`src/rtl/moving_average_pkg.sv`:
```
// Shared constants for the moving-average TinyTapeout tile: widths, window
// select encoding and uio pin positions. Optional build macro: MA_ROUND_EN.
package moving_average_pkg;

    localparam int DATA_W    = 10;
    localparam int MAX_DEPTH = 16;
    localparam int SUM_W     = 14;

    localparam logic [1:0] SEL_N2  = 2'b00;
    localparam logic [1:0] SEL_N4  = 2'b01;
    localparam logic [1:0] SEL_N8  = 2'b10;
    localparam logic [1:0] SEL_N16 = 2'b11;

    localparam int STROBE_IN_BIT  = 0;
    localparam int STROBE_OUT_BIT = 1;
    localparam int DIN_HI_LSB     = 2;
    localparam int DOUT_HI_LSB    = 4;
    localparam int SEL_LSB        = 6;

    localparam logic [7:0] UIO_OE_MASK = 8'h32;

    // log2 of the window length selected by filter_select
    function automatic logic [2:0] sel_to_shift(input logic [1:0] sel);
        logic [2:0] shift;
        case (sel)
            SEL_N2:  shift = 3'd1;
            SEL_N4:  shift = 3'd2;
            SEL_N8:  shift = 3'd3;
            default: shift = 3'd4;
        endcase
        return shift;
    endfunction

    function automatic int win_len(input logic [1:0] sel);
        return 1 << sel_to_shift(sel);
    endfunction

endpackage

```
`src/rtl/moving_average_core.sv`:
```
// Sample history, windowed adder and divide-by-shift. Rounds half up when
// built with MA_ROUND_EN, otherwise truncates.
module moving_average_core
    import moving_average_pkg::*;
(
    input  logic              clk,
    input  logic              rst_n,
    input  logic              sample_valid,
    input  logic [DATA_W-1:0] sample,
    input  logic [1:0]        sel,
    output logic [DATA_W-1:0] result,
    output logic              result_valid
);

    // Handshake: sample_valid qualifies sample for one edge; there is no ready
    // because the core accepts every cycle. result_valid pulses for one cycle
    // per accepted sample and result holds until the next acceptance.

    logic [DATA_W-1:0] hist [MAX_DEPTH];
    logic [DATA_W-1:0] win  [MAX_DEPTH];
    logic [SUM_W-1:0]  sum_n;
    logic [SUM_W-1:0]  sum_adj;
    logic [2:0]        shift_amt;
    logic [DATA_W-1:0] result_d;

    // The window is the history as it will look after this edge's shift,
    // so the incoming sample is part of the average it produces.
    always_comb begin
        win[0] = sample;
        for (int i = 1; i < MAX_DEPTH; i++) begin
            win[i] = hist[i-1];
        end
    end

    always_comb begin
        sum_n = '0;
        for (int i = 0; i < MAX_DEPTH; i++) begin
            if (i < win_len(sel)) begin
                sum_n = sum_n + SUM_W'(win[i]);
            end
        end
    end

    always_comb begin
        shift_amt = sel_to_shift(sel);
`ifdef MA_ROUND_EN
        sum_adj = sum_n + SUM_W'(win_len(sel) >> 1);
`else
        sum_adj = sum_n;
`endif
        result_d = DATA_W'(sum_adj >> shift_amt);
    end

    always_ff @(posedge clk or negedge rst_n) begin
        if (!rst_n) begin
            for (int i = 0; i < MAX_DEPTH; i++) begin
                hist[i] <= '0;
            end
            result       <= '0;
            result_valid <= 1'b0;
        end else begin
            result_valid <= sample_valid;
            if (sample_valid) begin
                for (int i = 0; i < MAX_DEPTH; i++) begin
                    hist[i] <= win[i];
                end
                result <= result_d;
            end
        end
    end

endmodule

```
`src/rtl/moving_average_master.sv`:
```
// TinyTapeout tile wrapper: unpacks sample/strobe/select from the pins and
// packs the averaged result back out. Optional build macro: MA_ROUND_EN.
module moving_average_master
    import moving_average_pkg::*;
(
    input  logic       clk,
    input  logic       rst_n,
    input  logic       ena,
    input  logic [7:0] ui_in,
    input  logic [7:0] uio_in,
    output logic [7:0] uo_out,
    output logic [7:0] uio_out,
    output logic [7:0] uio_oe
);

    logic              sample_valid;
    logic [DATA_W-1:0] sample;
    logic [1:0]        sel;
    logic [DATA_W-1:0] result;
    logic              result_valid;
    logic              unused_bits;

    assign sample_valid = uio_in[STROBE_IN_BIT] & ena;
    assign sample       = {uio_in[DIN_HI_LSB+1:DIN_HI_LSB], ui_in};
    assign sel          = uio_in[SEL_LSB+1:SEL_LSB];
    assign unused_bits  = &{1'b0, uio_in[1], uio_in[5:4]};

    moving_average_core u_core (
        .clk          (clk),
        .rst_n        (rst_n),
        .sample_valid (sample_valid),
        .sample       (sample),
        .sel          (sel),
        .result       (result),
        .result_valid (result_valid)
    );

    always_comb begin
        uio_out                                = 8'h00;
        uio_out[STROBE_OUT_BIT]                = result_valid;
        uio_out[DOUT_HI_LSB+1:DOUT_HI_LSB]     = result[DATA_W-1:8];
    end

    assign uo_out = result[7:0];
    assign uio_oe = UIO_OE_MASK;

endmodule

```
`config.mk`:
```
export PLATFORM = sky130hd
export DESIGN_NAME = moving_average_master
export DESIGN_NICKNAME = d
export VERILOG_FILES = /design/src/rtl/moving_average_pkg.sv /design/src/rtl/moving_average_core.sv /design/src/rtl/moving_average_master.sv
export SDC_FILE = /design/constraint.sdc
export NUM_CORES = 1
export LEC_CHECK = 0
export ABC_AREA = 0
export CAP_MARGIN = 30
export CORE_MARGIN = 10
export CORE_UTILIZATION = 35
export CTS_CLUSTER_SIZE = 28
export DETAILED_ROUTE_END_ITERATION = 10
export GPL_ROUTABILITY_DRIVEN = 0
export HOLD_SLACK_MARGIN = 0.02
export MAX_ROUTING_LAYER = met4
export PLACE_DENSITY = 0.53
export RECOVER_POWER = 50
export REMOVE_ABC_BUFFERS = 1
export SETUP_SLACK_MARGIN = 0.1
export SLEW_MARGIN = 20
export SYNTH_ARGS = -nofsm -noshare
export SYNTH_HDL_FRONTEND = slang
export SYNTH_HIERARCHICAL = 1
export SYNTH_SLANG_ARGS = --single-unit
```
`constraint.sdc`:
```
create_clock -name clk -period 25.9 [get_ports clk]
set_input_delay 5.18 -clock clk [delete_from_list [all_inputs] [get_ports clk]]
set_output_delay 5.18 -clock clk [all_outputs]
set_load 0.005 [all_outputs]
```
* Word level (Yosys, flattened, before mapping)
Cells that the tools add are included.
** Cells by class
- $add $sub $neg :: 15
- Magnitude comparators :: 16
- Muxes and demuxes :: 17
- Bitwise gates (word level) :: 1
- Eq/ne operators :: 2
- Reductions and logical operators :: 1
- Shift-type cells :: 2
** Operators with widths (count)
- $lt 5x32->1 const A :: 8
- $mux 14 :: 15
- $add 14x10->14 :: 14
- $lt 4x32->1 const A :: 4
- $lt 3x32->1 const A :: 2
- $lt 1x32->1 const A :: 1
- $lt 2x32->1 const A :: 1
- $shl 1x3->32 const A :: 1
- $shr 14x3->10 :: 1
- $add 10x10->11 :: 1
- $mux 10 :: 1
- $pmux 3 s3 :: 1
- $eq 2x1->1 const B :: 1
- $eq 2x2->1 const B :: 1
- $logic_not 2->1 :: 1
- $and 1x1->1 :: 1
** Word-level totals
- Register bits :: 161
- Bits of input ports :: 19
- Output and inout port bits :: 24

* Depth between registers and ports, before layout
- Depth in word-level cells :: 36
- Mapped depth :: 79

* Cells and area by module
The synthesis kept the hierarchy.
** Modules (own cells, without submodules)
- moving_average_core :: area each 15474.8 µm², seq. area each 4028.9 µm², times used 1, cells an instance 1685
- moving_average_master :: area each 118.9 µm², seq. area each 0.0 µm², times used 1, cells an instance 17

* Worst setup path before layout
No wires, ideal clock.
- Path type :: input-to-reg
- From :: in ui_in[0]
- To :: reg u_core.result[6]
- Stages :: 68
- Data arrival time :: 18.841 ns
- Setup slack :: 6.975 ns
- Data required time :: 25.816 ns
- Cells stage by stage :: ha_1 -> fa_1 -> inv_1 -> fa_1 -> a21oi_1 -> inv_1 -> fa_1 -> a21oi_1 -> inv_1 -> fa_1 -> nor2b_1 -> o21ai_0 -> nand2b_1 -> nand2_1 -> nand2_1 -> o21bai_1 -> ha_1 -> o21a_1 -> [32 not listed] -> ha_1 -> xnor2_1 -> a21o_1 -> ha_1 -> xnor2_1 -> a21o_1 -> ha_1 -> xnor2_1 -> a21o_1 -> ha_1 -> nor2b_1 -> o21ai_0 -> nor3b_2 -> xnor3_2 -> xor2_1 -> mux2i_1 -> or3_1 -> a41oi_2
** On the way
- Cells in the longest elaborated chain, start to end :: 32
** RTL lines
- from (decl) :: RTL line moving_average_master.sv:9 : input logic [7:0] ui_in,
- $mux 10 (*) :: RTL line moving_average_core.sv:38 : if (i < win_len(sel)) begin
- $add 10x10->11 :: RTL line moving_average_core.sv:39 : sum_n = sum_n + SUM_W'(win[i]);
- $mux 14 (*) :: RTL line moving_average_core.sv:38
- $add 14x10->14 :: RTL line moving_average_core.sv:39
- $mux 14 (*) :: RTL line moving_average_core.sv:38
- $add 14x10->14 :: RTL line moving_average_core.sv:39
- $mux 14 (*) :: RTL line moving_average_core.sv:38
- $add 14x10->14 :: RTL line moving_average_core.sv:39
- [16 not listed]
- $mux 14 (*) :: RTL line moving_average_core.sv:38
- $add 14x10->14 :: RTL line moving_average_core.sv:39
- $mux 14 (*) :: RTL line moving_average_core.sv:38
- $add 14x10->14 :: RTL line moving_average_core.sv:39
- $mux 14 (*) :: RTL line moving_average_core.sv:38
- $add 14x10->14 :: RTL line moving_average_core.sv:39
- $mux 14 (*) :: RTL line moving_average_core.sv:38
- $shr 14x3->10 (*) :: RTL line moving_average_core.sv:51 : result_d = DATA_W'(sum_adj >> shift_amt);
- to (signal assigned) :: RTL line moving_average_core.sv:67 : result <= result_d;
- to (decl) :: RTL line moving_average_core.sv:11 : output logic [DATA_W-1:0] result,
Every way passes the cells marked *; elsewhere a longest branch is shown, timed or not.
A chain may end at the register's enable or synchronous reset.

* Worst setup path after layout
- From :: in uio_in[6]
- To :: reg u_core.result[6]
** On the way
- Cells in the longest elaborated chain, start to end :: 36
- Elaborated cells on any way between the ends :: 53
- Classes of those cells :: add/sub: 15; order compare: 16; eq/ne: 2; shift: 2; mux: 17; reduce/logical: 1
** RTL lines
- from (decl) :: RTL line moving_average_master.sv:10 : input logic [7:0] uio_in,
- $eq 2x2->1, or another cell as far along :: RTL line moving_average_pkg.sv:25 : case (sel)
- $pmux 3 s3 (*) :: RTL line moving_average_pkg.sv:25
- $shl 1x3->32 :: RTL line moving_average_pkg.sv:35 : return 1 << sel_to_shift(sel);
- $lt 1x32->1 :: RTL line moving_average_core.sv:38
- $mux 10 :: RTL line moving_average_core.sv:38
- $add 10x10->11 :: RTL line moving_average_core.sv:39
- $mux 14 :: RTL line moving_average_core.sv:38
- $add 14x10->14 :: RTL line moving_average_core.sv:39
- [20 not listed]
- $mux 14 :: RTL line moving_average_core.sv:38
- $add 14x10->14 :: RTL line moving_average_core.sv:39
- $mux 14 :: RTL line moving_average_core.sv:38
- $add 14x10->14 :: RTL line moving_average_core.sv:39
- $mux 14 :: RTL line moving_average_core.sv:38
- $add 14x10->14 :: RTL line moving_average_core.sv:39
- $mux 14 :: RTL line moving_average_core.sv:38
- $shr 14x3->10 (*) :: RTL line moving_average_core.sv:51
Marks and branches as above.

==> reports/results.tsv <==
stage	metric	value	unit
run_status	status	finished, violations left	
run_status	violated checks	max-capacitance violations, max-slew violations	
setup_path	Setup CP Type	in2reg	
die	number of ports placed on the die boundary	43	
setup_path	maximum fanout encountered on the critical timing path	32	
cts	clk_lat worst skew	0.45	ns
synthesis	number of flops mapped to enable cells by yosys	0	
synthesis	register area share after synthesis	0.258	
cts	CTS tree	built	
setup_path	sort of element at the end of the critical path	flop	
cts	number of H-tree levels	4	
setup_path	largest stage delay on the critical path	0.63	ns
placement	post-DP HPWL	28700	microns
final_layout	layout cell share with drive strength beyond 1	0.138	
final_layout	net count of the finished layout	1880	
synthesis	cells after synthesis	1702	
global_routing	number of global-route vias before repair	12500	
synthesis	share of Yosys cell area claimed by the top area cell type	0.258	
placement	standard cell area after detailed placement	16400	sq um
detailed_routing	detailed router's first-iteration violation count	696	
detailed_routing	post-route ant nets	0	
detailed_routing	post-detailed-route via-to-cell ratio	5.32	
synthesis	Synth area leader	sky130_fd_sc_hd__dfrtp_1	
placement	Port-buffer cells	26	
timing	fmax	0.0471	GHz
detailed_routing	number of detailed-route iterations in the first pass	5	
die	area of the die	53400	sq um
cts	clock slew at reported path FFs	0.07	ns
setup_path	most repeated library cell on the critical path	sky130_fd_sc_hd__ha_1	
synthesis	Mapped Avg Cell Area	9.16	sq um
final_layout	number of diodes added for antenna fixing	0	
timing	number of slew-limit violations in the final report	214	
placement	placed instance count	2263	
cts	master cell of the clock root buffer	sky130_fd_sc_hd__clkbuf_16	
final_layout	count of filler cells inserted in the layout	4477	
die	Floorplan Core Area	44100	sq um
cts	Setup Buffers After CTS	0	
synthesis	leading post-synthesis cells by cell area	sky130_fd_sc_hd__dfrtp_1 26%, sky130_fd_sc_hd__ha_1 12%, sky130_fd_sc_hd__mux2_2 10%	
die	Die Span X	231	microns
synthesis	top post-synthesis cells by count	161 x sky130_fd_sc_hd__dfrtp_1, 155 x sky130_fd_sc_hd__ha_1, 142 x sky130_fd_sc_hd__mux2_2	
synthesis	main flop type after synthesis	sky130_fd_sc_hd__dfrtp_1	
timing	post-route setup TNS	0	ns
timing	unrepaired setup endpoints after global routing	false	
timing	Least-Margin Pin Slew	3.54	ns
detailed_routing	total via count in the routed design	12200	
detailed_routing	Remaining DRCs	0	
timing	final worst path period need	21.23	ns
global_routing	maximum number of pins on one net before global-route repair	102	
setup_path	element type at the critical path start	input port	
setup_path	WP data required	26.24	ns
synthesis	Post-Syn Area	15600	sq um
synthesis	share of synthesized registers carrying an async set or reset	1.00	
timing	Post-Route Skew	0.0137	ns
synthesis	number of synthesized register bits	161	
cts	number of clock sinks	161	
synthesis	count of cell types in the netlist	91	
final_layout	final standard cell utilization of the core	0.385	
cts	maximum number of buffers from clock root to sink	2	
flow_run	max-cap violation count	4	
final_layout	filler-free cell count of the finished design	2296	
setup_path	highest-delay cell along the critical path	sky130_fd_sc_hd__o311ai_0	
cts	post_cts resized	0	
cts	CTS Hold Buffers Added	0	
synthesis	leading cell type by number of instances after synthesis	sky130_fd_sc_hd__dfrtp_1	
timing	worst slew margin relative to its limit	-1.36	
synthesis	total number of yosys warnings	6	
detailed_routing	aggregate routed wire length	38200	microns
setup_path	worst endpoint data arrival time	21.57	ns
final_layout	post-route cell area	17000	sq um
timing	post-route fraction of the period consumed by the critical path	0.820	
detailed_routing	post-DR wirelength/cell	16.6	microns
global_routing	leftover overflow at the end of global routing	0	
timing	hold violation count in the final report	0	
die	starting density of the core	0.353	
die	die boundary height	231	microns
timing	total of endpoints with negative setup slack in the final report	0	
final_layout	synthesis-to-layout area growth	8.83	%
cts	number of CTS-inserted buffers	17	
global_routing	overall routing resource usage	0.149	
global_routing	antenna violations before repair	0	
min_path	type of the most critical hold path	reg2reg	
global_routing	global-route wire length before repair	64000	microns
die	Std-Cell Rows	77	
[cell families after synthesis]
logic type | share of synthesized area
and+or+nand+nor | 0.118
DFF | 0.258
muxes | 0.123
AOI/OAI and AO/OA | 0.227
adders and majority gates | 0.144
other | 0.000482
xor gates and xnor gates | 0.0856
buffers and inverters | 0.0448
[worst paths after layout]
kind                                               from                           end  slack (ns)  cells after the start
setup reg to reg           u_core/hist[150]$_DFFE_PN0P_  u_core/result[6]$_DFFE_PN0P_        9.55                     68
max in group asynchronous                         rst_n   u_core/hist[83]$_DFFE_PN0P_       15.86                      2
hold / removal             u_core/result[4]$_DFFE_PN0P_  u_core/result[4]$_DFFE_PN0P_        0.51                      1
min in group asynchronous                         rst_n   u_core/hist[11]$_DFFE_PN0P_        5.59                      1
hold reg to reg            u_core/result[4]$_DFFE_PN0P_  u_core/result[4]$_DFFE_PN0P_        0.51                      1
setup / recovery                              uio_in[6]  u_core/result[6]$_DFFE_PN0P_        4.67                     70
[registers in the layout, summed over array words and instances (netlist names)]
name,count
u_core/hist,150
u_core/result,10
u_core/result_valid,1
[area by class of cell]
class | instances | area, sq um | area share
multi-input cells | 1385 | 10900 | 0.644
flip-flops and latches | 161 | 4030 | 0.237
well taps | 592 | 741 | 0.0436
inverters | 88 | 330 | 0.0195
clock inverters | 14 | 145 | 0.00855
clock buffers | 18 | 439 | 0.0259
repair buffers | 38 | 349 | 0.0206
[layout by cell type (no fill, tap or decap), drive strengths merged, types with 11 or more instances in the layout]
cell           count
dfrtp            161
ha               155
mux2             144
a21oi            122
o21ai            112
a21o             109
nor2              95
nand2             94
inv               93
xnor2             90
xor2              40
o21a              32
nand2b            31
nand3             30
o21bai            26
a211oi            26
clkdlybuf4s50     24
nor2b             21
clkbuf            21
mux2i             20
nor3              19
and2              17
fa                15
conb              13
or3               13
o211ai            13
o31ai             11
[critical path: cells and delay by family]
| family | cells | cell delay, ns |
|---|---|---|
| buf+inv | 7 | 1.77 |
| fa+ha+maj | 12 | 3.93 |
| simple gates | 14 | 3.08 |
| mux | 1 | 0.17 |
| xor+xnor | 7 | 1.46 |
| compound gates | 29 | 5.94 |
[per-layer routing]
metal | global-route usage | vias up | share of wire
met3 | 0.0203 | 30 | 0.029
li1 | - | 6132 | -
met2 | 0.251 | 148 | 0.48
met4 | 0.0335 | 0 | 0.012
met1 | 0.186 | 5905 | 0.48
met5 | - | - | 0
[stage by stage]
step           hold WS [ns]  setup WS (ns)
6_report              0.515           4.67
5_1_grt               0.529           3.19
4_1_cts               0.517           4.69
3_5_place_dp          0.500           4.27
3_3_place_gp          0.491           4.47
2_1_floorplan         0.478           6.56
Power is left out: the tool's default activity adds up to more than one toggle a clock period on the data nets, which glitch-free logic cannot reach.
